<file path="src/rtl/scanreg_bank.sv">
// scanreg_bank: WIDTH-bit scan register bank with parallel load, manual/auto serial scan and optional shadow output stage.
// Latency: Load -> Q one cycle; auto-scan takes WIDTH shift edges plus one update edge after ScanStart is sampled.
// Backpressure: none; while Busy is high Load/Test/Update/ScanStart are ignored, and a held ScanStart restarts on return to IDLE.
//
// Ports:
//   Clock, Reset      rising-edge clock, synchronous active-high reset
//   D, Load           parallel data and load strobe (capture and output both take D)
//   Test, SDI         manual shift enable and serial input (enters bit 0)
//   Update            copy capture register to Q when SHADOW=1
//   ScanStart         begin an autonomous WIDTH-bit scan
//   SDO               serial output, capture register MSB (combinational)
//   Q, nQ             registered output and its inverse
//   Busy, ScanDone    auto-scan in progress / one-cycle completion pulse
module scanreg_bank #(
  parameter int              WIDTH       = 8,
  parameter logic [WIDTH-1:0] RESET_VALUE = {WIDTH{1'b0}},
  parameter int              SHADOW      = 1
) (
  input  logic             Clock,
  input  logic             Reset,
  input  logic [WIDTH-1:0] D,
  input  logic             Load,
  input  logic             Test,
  input  logic             SDI,
  input  logic             Update,
  input  logic             ScanStart,
  output logic             SDO,
  output logic [WIDTH-1:0] Q,
  output logic [WIDTH-1:0] nQ,
  output logic             Busy,
  output logic             ScanDone
);

  localparam int CW = (WIDTH > 1) ? $clog2(WIDTH) : 1;
  localparam logic [CW-1:0] CNT_LAST = CW'(WIDTH - 1);

  typedef enum logic [1:0] {
    IDLE   = 2'd0,
    SHIFT  = 2'd1,
    UPDATE = 2'd2
  } state_t;

  state_t           state;
  logic [WIDTH-1:0] c;
  logic [WIDTH-1:0] q;
  logic [CW-1:0]    cnt;
  logic             busy;
  logic             scan_done;

  logic [WIDTH-1:0] c_shift;
  logic [WIDTH-1:0] c_nxt;
  logic [WIDTH-1:0] q_nxt;

  // A one-bit bank has no lower bits to keep; the shift is just SDI.
  if (WIDTH == 1) begin : g_shift_w1
    assign c_shift = SDI;
  end else begin : g_shift_wn
    assign c_shift = {c[WIDTH-2:0], SDI};
  end

  // Capture register next value, following the IDLE priority
  // ScanStart > Test > Update > Load. ScanStart and Update leave C alone.
  always_comb begin
    c_nxt = c;
    case (state)
      IDLE: begin
        if (!ScanStart) begin
          if (Test) begin
            c_nxt = c_shift;
          end else if (!Update && Load) begin
            c_nxt = D;
          end
        end
      end
      SHIFT:   c_nxt = c_shift;
      default: c_nxt = c;
    endcase
  end

  // Output register next value. Without a shadow stage Q simply tracks
  // the capture register, so it ripples while shifting.
  always_comb begin
    q_nxt = q;
    if (SHADOW == 0) begin
      q_nxt = c_nxt;
    end else begin
      case (state)
        IDLE: begin
          if (!ScanStart && !Test) begin
            if (Update) begin
              q_nxt = c;
            end else if (Load) begin
              q_nxt = D;
            end
          end
        end
        UPDATE:  q_nxt = c;
        default: q_nxt = q;
      endcase
    end
  end

  always_ff @(posedge Clock) begin
    if (Reset) begin
      state     <= IDLE;
      c         <= RESET_VALUE;
      q         <= RESET_VALUE;
      cnt       <= '0;
      busy      <= 1'b0;
      scan_done <= 1'b0;
    end else begin
      c         <= c_nxt;
      q         <= q_nxt;
      scan_done <= 1'b0;
      case (state)
        IDLE: begin
          if (ScanStart) begin
            cnt   <= CNT_LAST;
            busy  <= 1'b1;
            state <= SHIFT;
          end
        end
        SHIFT: begin
          // cnt==0 marks the WIDTH-th shift edge.
          if (cnt == '0) begin
            state <= UPDATE;
          end else begin
            cnt <= cnt - 1'b1;
          end
        end
        UPDATE: begin
          scan_done <= 1'b1;
          busy      <= 1'b0;
          state     <= IDLE;
        end
        default: begin
          busy  <= 1'b0;
          state <= IDLE;
        end
      endcase
    end
  end

  assign SDO      = c[WIDTH-1];
  assign Q        = q;
  assign nQ       = ~q;
  assign Busy     = busy;
  assign ScanDone = scan_done;

endmodule

</file>
<file path="config.mk">
export PLATFORM = sky130hd
export DESIGN_NAME = scanreg_bank
export DESIGN_NICKNAME = d
export VERILOG_FILES = /design/src/rtl/scanreg_bank.sv
export SDC_FILE = /design/constraint.sdc
export NUM_CORES = 1
export LEC_CHECK = 0
export CAP_MARGIN = 20
export CORE_MARGIN = 1.5
export CORE_UTILIZATION = 45
export CTS_CLUSTER_DIAMETER = 60
export DETAILED_ROUTE_END_ITERATION = 16
export GPL_TIMING_DRIVEN = 0
export PLACE_DENSITY = 0.77
export SLEW_MARGIN = 10
export SYNTH_ARGS = -nofsm -noshare
export SYNTH_HDL_FRONTEND = slang
export SYNTH_SLANG_ARGS = --single-unit
</file>
<file path="constraint.sdc">
create_clock -name Clock -period 1.8 [get_ports Clock]
set_clock_uncertainty 0.05 [all_clocks]
set_input_delay 0.36 -clock Clock [delete_from_list [all_inputs] [get_ports Clock]]
set_output_delay 0.36 -clock Clock [all_outputs]
set_load 0.005 [all_outputs]
</file>
==> impl_metrics.tcl, run 1 <==
set metrics [dict create \
    portBuffers 32 \
    hold_depth 1 \
    vias_per_cell 5.45 \
    grtUsageTotal_pct 20.5 \
    num_rows 17 \
    grt_pass1_wl_mm 4.13 \
    ctsHoldBuffers 0 \
    place_inst 186 \
    finalSetupViolations 0 \
    ctsRootBufferMaster "clkbuf_4" \
    firstDrtPassIters 4 \
    ys_ff_latch 23 \
    cts_sinks 23 \
    syn_area_per_cell_sq_um 8.75 \
    p_leak_nw 0.571 \
    drv_cap 0 \
    synth_nets 143 \
    start_util_pct 48.9 \
    clkPwrFrac_pct 19.8 \
    switchingPower_w 0.000370 \
    cp.required_ns 1.98 \
    endpoint "c[5]" \
    p_int_w 0.000851 \
    outcome "complete, no violations" \
    synth-xor-area-share_pct 0 \
    synth_area_sq_um 1100 \
    drive_gt1_share_pct 9.15 \
    grt_util_met2_pct 31.3 \
    numCtsBuffers 3 \
    seq_area_frac_synth_pct 41.8 \
    powerDensity_nw_per_um2 809 \
    insertion_delay_ns 0.31 \
    final_hold_viol_count 0 \
    cp_data_arrival_time_ns 1.81 \
    synth_fa_ha_area_share_pct 2.27 \
    peakVddDrop_mv 0.576 \
    gr-usage-met1_pct 28.2 \
    critical_path_peak_fanout 4 \
    period_share_pct 90.6 \
    synth.area.mux_share_pct 7.26 \
    synthDistinctLibCells 24 \
    detailed_place_hpwl_mm 1.94 \
    top_usage_layer "met2" \
    synth_compound_area_share_pct 23.4 \
    yosys-top-cells-area "dfxtp_1 42%, nor2_1 7.5%, mux2i_1 7.3%" \
    r2r-start "state[1]" \
    maxSlewViolCount 0 \
    power_frac_seq_pct 50.1 \
    final_cells 192 \
    cts_tree "built" \
    slew_headroom_pct 58.9 \
    postSynthCellCount 126 \
    htreeDepth 1 \
    rsz0062_at_grt "false" \
    synth_area_leader_cell "dfxtp_1" \
    worst_slack_ns 0.170 \
    crit_start "ScanStart" \
    rrSetupSlack_ns 0.17 \
    ios 34 \
    synth_top_family_by_area "compound AO/OA/AOI/OAI gates" \
    met3_usage_pct 3.14 \
    tightest_slew_ns 0.614 \
    grt_max_degree 13 \
    die_area_sq_um 2760 \
    drcViolationCount 0 \
    syn2layout_area_growth_pct 37.0 \
    synthSimpleGateAreaFrac_pct 17.9 \
    max_freq_mhz 613 \
    crit_type "in -> reg" \
    gp_congestion 0.773 \
    nNetsFinal 182 \
    diodes 0 \
    synth_top_area_share_pct 41.8 \
    p_comb_share_pct 30.2 \
    coreArea_sq_um 2250 \
    antenna_left 0 \
    clk_pin_slew_worst_paths_ns 0.12 \
    grt_pass1_vias 921 \
    timing.critical_path.from_type "input port" \
    hp-class "reg -> reg" \
    fp.dieW_um 52.5 \
    gr-total-overflow 0 \
    vias 1046 \
    r2r-end "Q[6]" \
    yosysWarnings 0 \
    netSwitchingFraction_pct 30.3 \
    die_h_um 52.5 \
    wl_mm 2.62 \
    critPathCaptureType "flop" \
    grt_antenna_before_repair 0 \
    wl_per_cell_um 13.7 \
    r2r.worst_path.cells 5 \
    drt_iter0_markers 36 \
    min_period_ns 1.63 \
    cts_buffer_depth 2 \
    post-place-ws_ns -0.391 \
]
kinds of logic after synthesis:
logic type               Yosys count
flip-flops                        23
adder cells (fa/ha/maj)            2
AO/OA/AOI/OAI                     32
AND/OR/NAND/NOR                   42
multiplexers                       8
buffers and inverters             19
Yosys cell counts (all sizes together):
library cell / count
nor2b: 3
a311oi: 8
a211oi: 4
o211ai: 1
nand2: 9
ha: 2
dfxtp: 23
a21oi: 2
nor3: 3
clkbuf: 2
buf: 4
a221oi: 8
inv: 13
o21ai: 9
mux2i: 8
nand2b: 3
nor2: 24
power groups by stage:
| stage | Clock (W) | Sequential (W) | Combinational (W) |
|---|---|---|---|
| after floorplan | 0 | 0.000616 | 0.000197 |
| after global placement | 0 | 0.000617 | 0.000346 |
| after detailed placement | 0 | 0.000623 | 0.000356 |
| after CTS | 0.000248 | 0.000611 | 0.000367 |
| after global routing | 0.000262 | 0.000619 | 0.000407 |
| final | 0.000242 | 0.000612 | 0.000368 |
cells in the final DEF (no fill, tap or decap):
cell              n
nor3_1            3
a21oi_1           1
clkdlybuf4s50_1  31
dlymetal6s2s_1    1
buf_1             1
a311oi_1          6
o21ai_0           9
buf_4             2
o211ai_1          1
a211oi_1          3
nand2b_2          1
a311oi_2          2
nor2b_1           3
a211oi_4          1
nor2_4            1
a21oi_2           1
nand2_1           9
buf_2             2
mux2i_1           8
nand2b_1          2
nor2_1           22
clkbuf_1          3
clkbuf_4          3
dfxtp_1          23
buf_6             1
nor2_8            1
ha_1              2
inv_1            13
a221oi_1          8
how the worst min path moves through the flow:
stage,to,slack [ns],startpoint
after detailed placement,cnt[0],0.42,cnt[0]
after floorplan,state[0],0.38,Reset
after global routing,cnt[0],0.46,cnt[0]
after global placement,cnt[0],0.40,cnt[0]
final,cnt[0],0.44,cnt[0]
after CTS,c[7],0.43,Test
flip-flops by register name (all words and copies together), names as in the netlist:
signal	count
ScanDone	1
cnt	3
state	2
Q	8
Busy	1
c	8
worst max-delay path, cell delays in order:
cell and delay (ns):
clkdlybuf4s50_1 0.46, nor2b_1 0.19, a211oi_4 0.32, buf_4 0.18, nor2_1 0.04, a311oi_1 0.26
cell type report:
type / instances / area (sq um)
Multi-Input combinational cell: 84 / 569
Sequential cell: 23 / 460
Inverter: 13 / 48.8
Buffer: 6 / 32.5
Clock buffer: 4 / 26.3
Timing Repair Buffer: 34 / 338
Fill cell: 205 / 744
Tap cell: 28 / 35.0
per-stage QoR:
step                utilization (%)  total power, W  cell area [sq um]  setup TNS [ns]  hold WS (ns)
floorplan                         -        0.000812               1100               0         0.382
global placement               64.7        0.000963               1460           -3.96         0.399
detailed placement             64.7        0.000979               1460           -4.42         0.417
CTS                            66.5         0.00123               1500               0         0.426
global route                   67.0         0.00129               1510               0         0.460
finish                         67.0         0.00122               1510               0         0.437
routing by layer:
metal	part of all wire (%)	routed length, um	vias up
li1	-	-	521
met1	46	1200	489
met2	48	1270	31
met3	4.3	112	5
met4	1.6	43	0
met5	0	0	-
timing repair:
action	CTS	global route
endpoints found under the hold margin	0	0
setup buffers	2	0
pin swaps	1	0
resized for setup	0	3
setup endpoints to repair	2	12
(Power assumes the default switching activity.)
==> run 2: changes to the inputs <==
CORE_ASPECT_RATIO = 0.7   (was unset)
==> run 2 against run 1 <==
  * Sequential share of layout area decreased by 0.076 points
  * Via count increased by 0.38%
  * Wire length decreased by 2.6%
  * Clock power increased by 2%
  * Register-to-register slack about the same
  * Hold slack got worse by 0.013 ns
  * Worst setup slack got worse by 0.076 ns
  * Largest power group unchanged
  * Largest cell class unchanged
  * Utilization increased by 1.1 points
==> impl_metrics.tcl, run 2 (synthesis gave the netlist of run 1 again) <==
set metrics [dict create \
    outcome "complete, no violations" \
    grt_antenna_before_repair 0 \
    antenna_left 0 \
    place_inst 190 \
    cts_tree "built" \
    vias_per_cell 5.36 \
    grt_pass1_wl_mm 4.08 \
    drt_iter0_markers 24 \
    hold_ws_ns 0.424 \
    switchingPower_w 0.000375 \
    p_int_w 0.000848 \
    rsz0062_at_grt "false" \
    grtUsageTotal_pct 19.1 \
    cp.required_ns 1.93 \
    power.total_w 0.00122 \
    gp_congestion 0.813 \
    start_util_pct 49.6 \
    drcViolationCount 0 \
    diodes 0 \
    detailed_place_hpwl_mm 1.87 \
    cts_sinks 23 \
    ios 34 \
    wl_mm 2.55 \
    crit_type "in -> reg" \
    netSwitchingFraction_pct 30.7 \
    final_hold_viol_count 0 \
    cp_data_arrival_time_ns 1.84 \
    drive_gt1_share_pct 9.76 \
    clk_pin_slew_worst_paths_ns 0.13 \
    wl_per_cell_um 13.0 \
    vias 1050 \
    grt_pass1_vias 927 \
    die_h_um 44.4 \
    gr-total-overflow 0 \
    critical_path_peak_fanout 8 \
    timing.critical_path.from_type "input port" \
    slew_headroom_pct 55.0 \
    num_rows 14 \
    powerDensity_nw_per_um2 808 \
    p_comb_share_pct 30.0 \
    critPathCaptureType "flop" \
    fillers 202 \
    peakVddDrop_mv 0.600 \
    worst_slack_ns 0.0938 \
    post-place-ws_ns -0.397 \
    fp.dieW_um 62.2 \
    finalSetupViolations 0 \
    firstDrtPassIters 6 \
    max_freq_mhz 586 \
    drv_cap 0 \
    nNetsFinal 182 \
    syn2layout_area_growth_pct 37.3 \
    grt_max_degree 14 \
    htreeDepth 1 \
    maxSlewViolCount 0 \
    power_frac_seq_pct 49.9 \
    most-common-layout-cells "32 x clkdlybuf4s50_1, 23 x dfxtp_1, 22 x nor2_1" \
    coreArea_sq_um 2220 \
    final_cells 196 \
    numCtsBuffers 3 \
    portBuffers 32 \
    ctsHoldBuffers 0 \
    mostFrequentLayoutCell "clkdlybuf4s50_1" \
    ctsRootBufferMaster "clkbuf_4" \
    period_share_pct 94.8 \
    die_area_sq_um 2760 \
    insertion_delay_ns 0.32 \
    tightest_slew_ns 0.672 \
    cts_buffer_depth 2 \
    hp-class "reg -> reg" \
    p_leak_nw 0.565 \
    clkPwrFrac_pct 20.1 \
    min_period_ns 1.71 \
]
## run 2: cell count changes in the layout (fill, tap and decap cells not counted)
cell             delta
clkdlybuf4s50_1     +1
clkbuf_1            -1
clkinv_2            +1
dlymetal6s2s_1      -1
## run 2: per-stage QoR
step,TNS [ns],instance area [sq um],util [%]
2_1_floorplan,0,1100,-
3_3_place_gp,-3.97,1460,65.7
3_5_place_dp,-4.01,1460,65.7
4_1_cts,0,1510,67.7
5_1_grt,0,1510,68.1
6_report,0,1510,68.1
## run 2: path summary, 6_finish.rpt
check | end | from | depth (start not counted) | slack, ns
hold reg to reg | cnt[0] | cnt[0] | 1 | 0.42
setup / recovery | Q[4] | Update | 4 | 0.09
setup reg to reg | Q[4] | state[1] | 5 | 0.17
hold / removal | cnt[0] | cnt[0] | 1 | 0.42
## run 2: metal layers
layer / part of all wire (%) / global-route usage [%] / routed length [um] / vias to the layer above
met3: 5.4 / 4.83 / 137 / 2
met4: 0.51 / 4.44 / 13 / 0
met1: 50 / 26.0 / 1290 / 498
li1: - / - / - / 521
met2: 44 / 31.5 / 1110 / 29
met5: 0 / 0 / 0 / -
## run 2: repair_timing
item,4_1_cts,5_1_grt
gates resized for setup,0,2
endpoints found under the hold margin,0,0
endpoints found under the setup margin,2,10
pin swaps,1,0
buffers inserted,2,0
## run 2: area by class of cell
cell class | count | area (sq um) | share of cell area [%]
multi-input cells | 84 | 569 | 37.6
flip-flops and latches | 23 | 460 | 30.4
repair buffers | 34 | 335 | 22.1
inverters | 13 | 48.8 | 3.22
well taps | 32 | 40.0 | 2.64
plain buffers | 6 | 32.5 | 2.15
clock buffers | 3 | 22.5 | 1.49
clock inverters | 1 | 5.00 | 0.331
## run 2: power by group through the flow
stage / registers (W) / logic [W] / clock network [W]
after floorplan: 0.000616 / 0.000197 / 0
after global placement: 0.000617 / 0.000347 / 0
after detailed placement: 0.000621 / 0.000353 / 0
after CTS: 0.000609 / 0.000365 / 0.000245
after global routing: 0.000620 / 0.000399 / 0.000275
final: 0.000610 / 0.000367 / 0.000246
## run 2: critical path, stage by stage
cell and delay, ns:
clkdlybuf4s50_1 0.62, o21ai_0 0.14, a21oi_1 0.53, a221oi_1 0.20
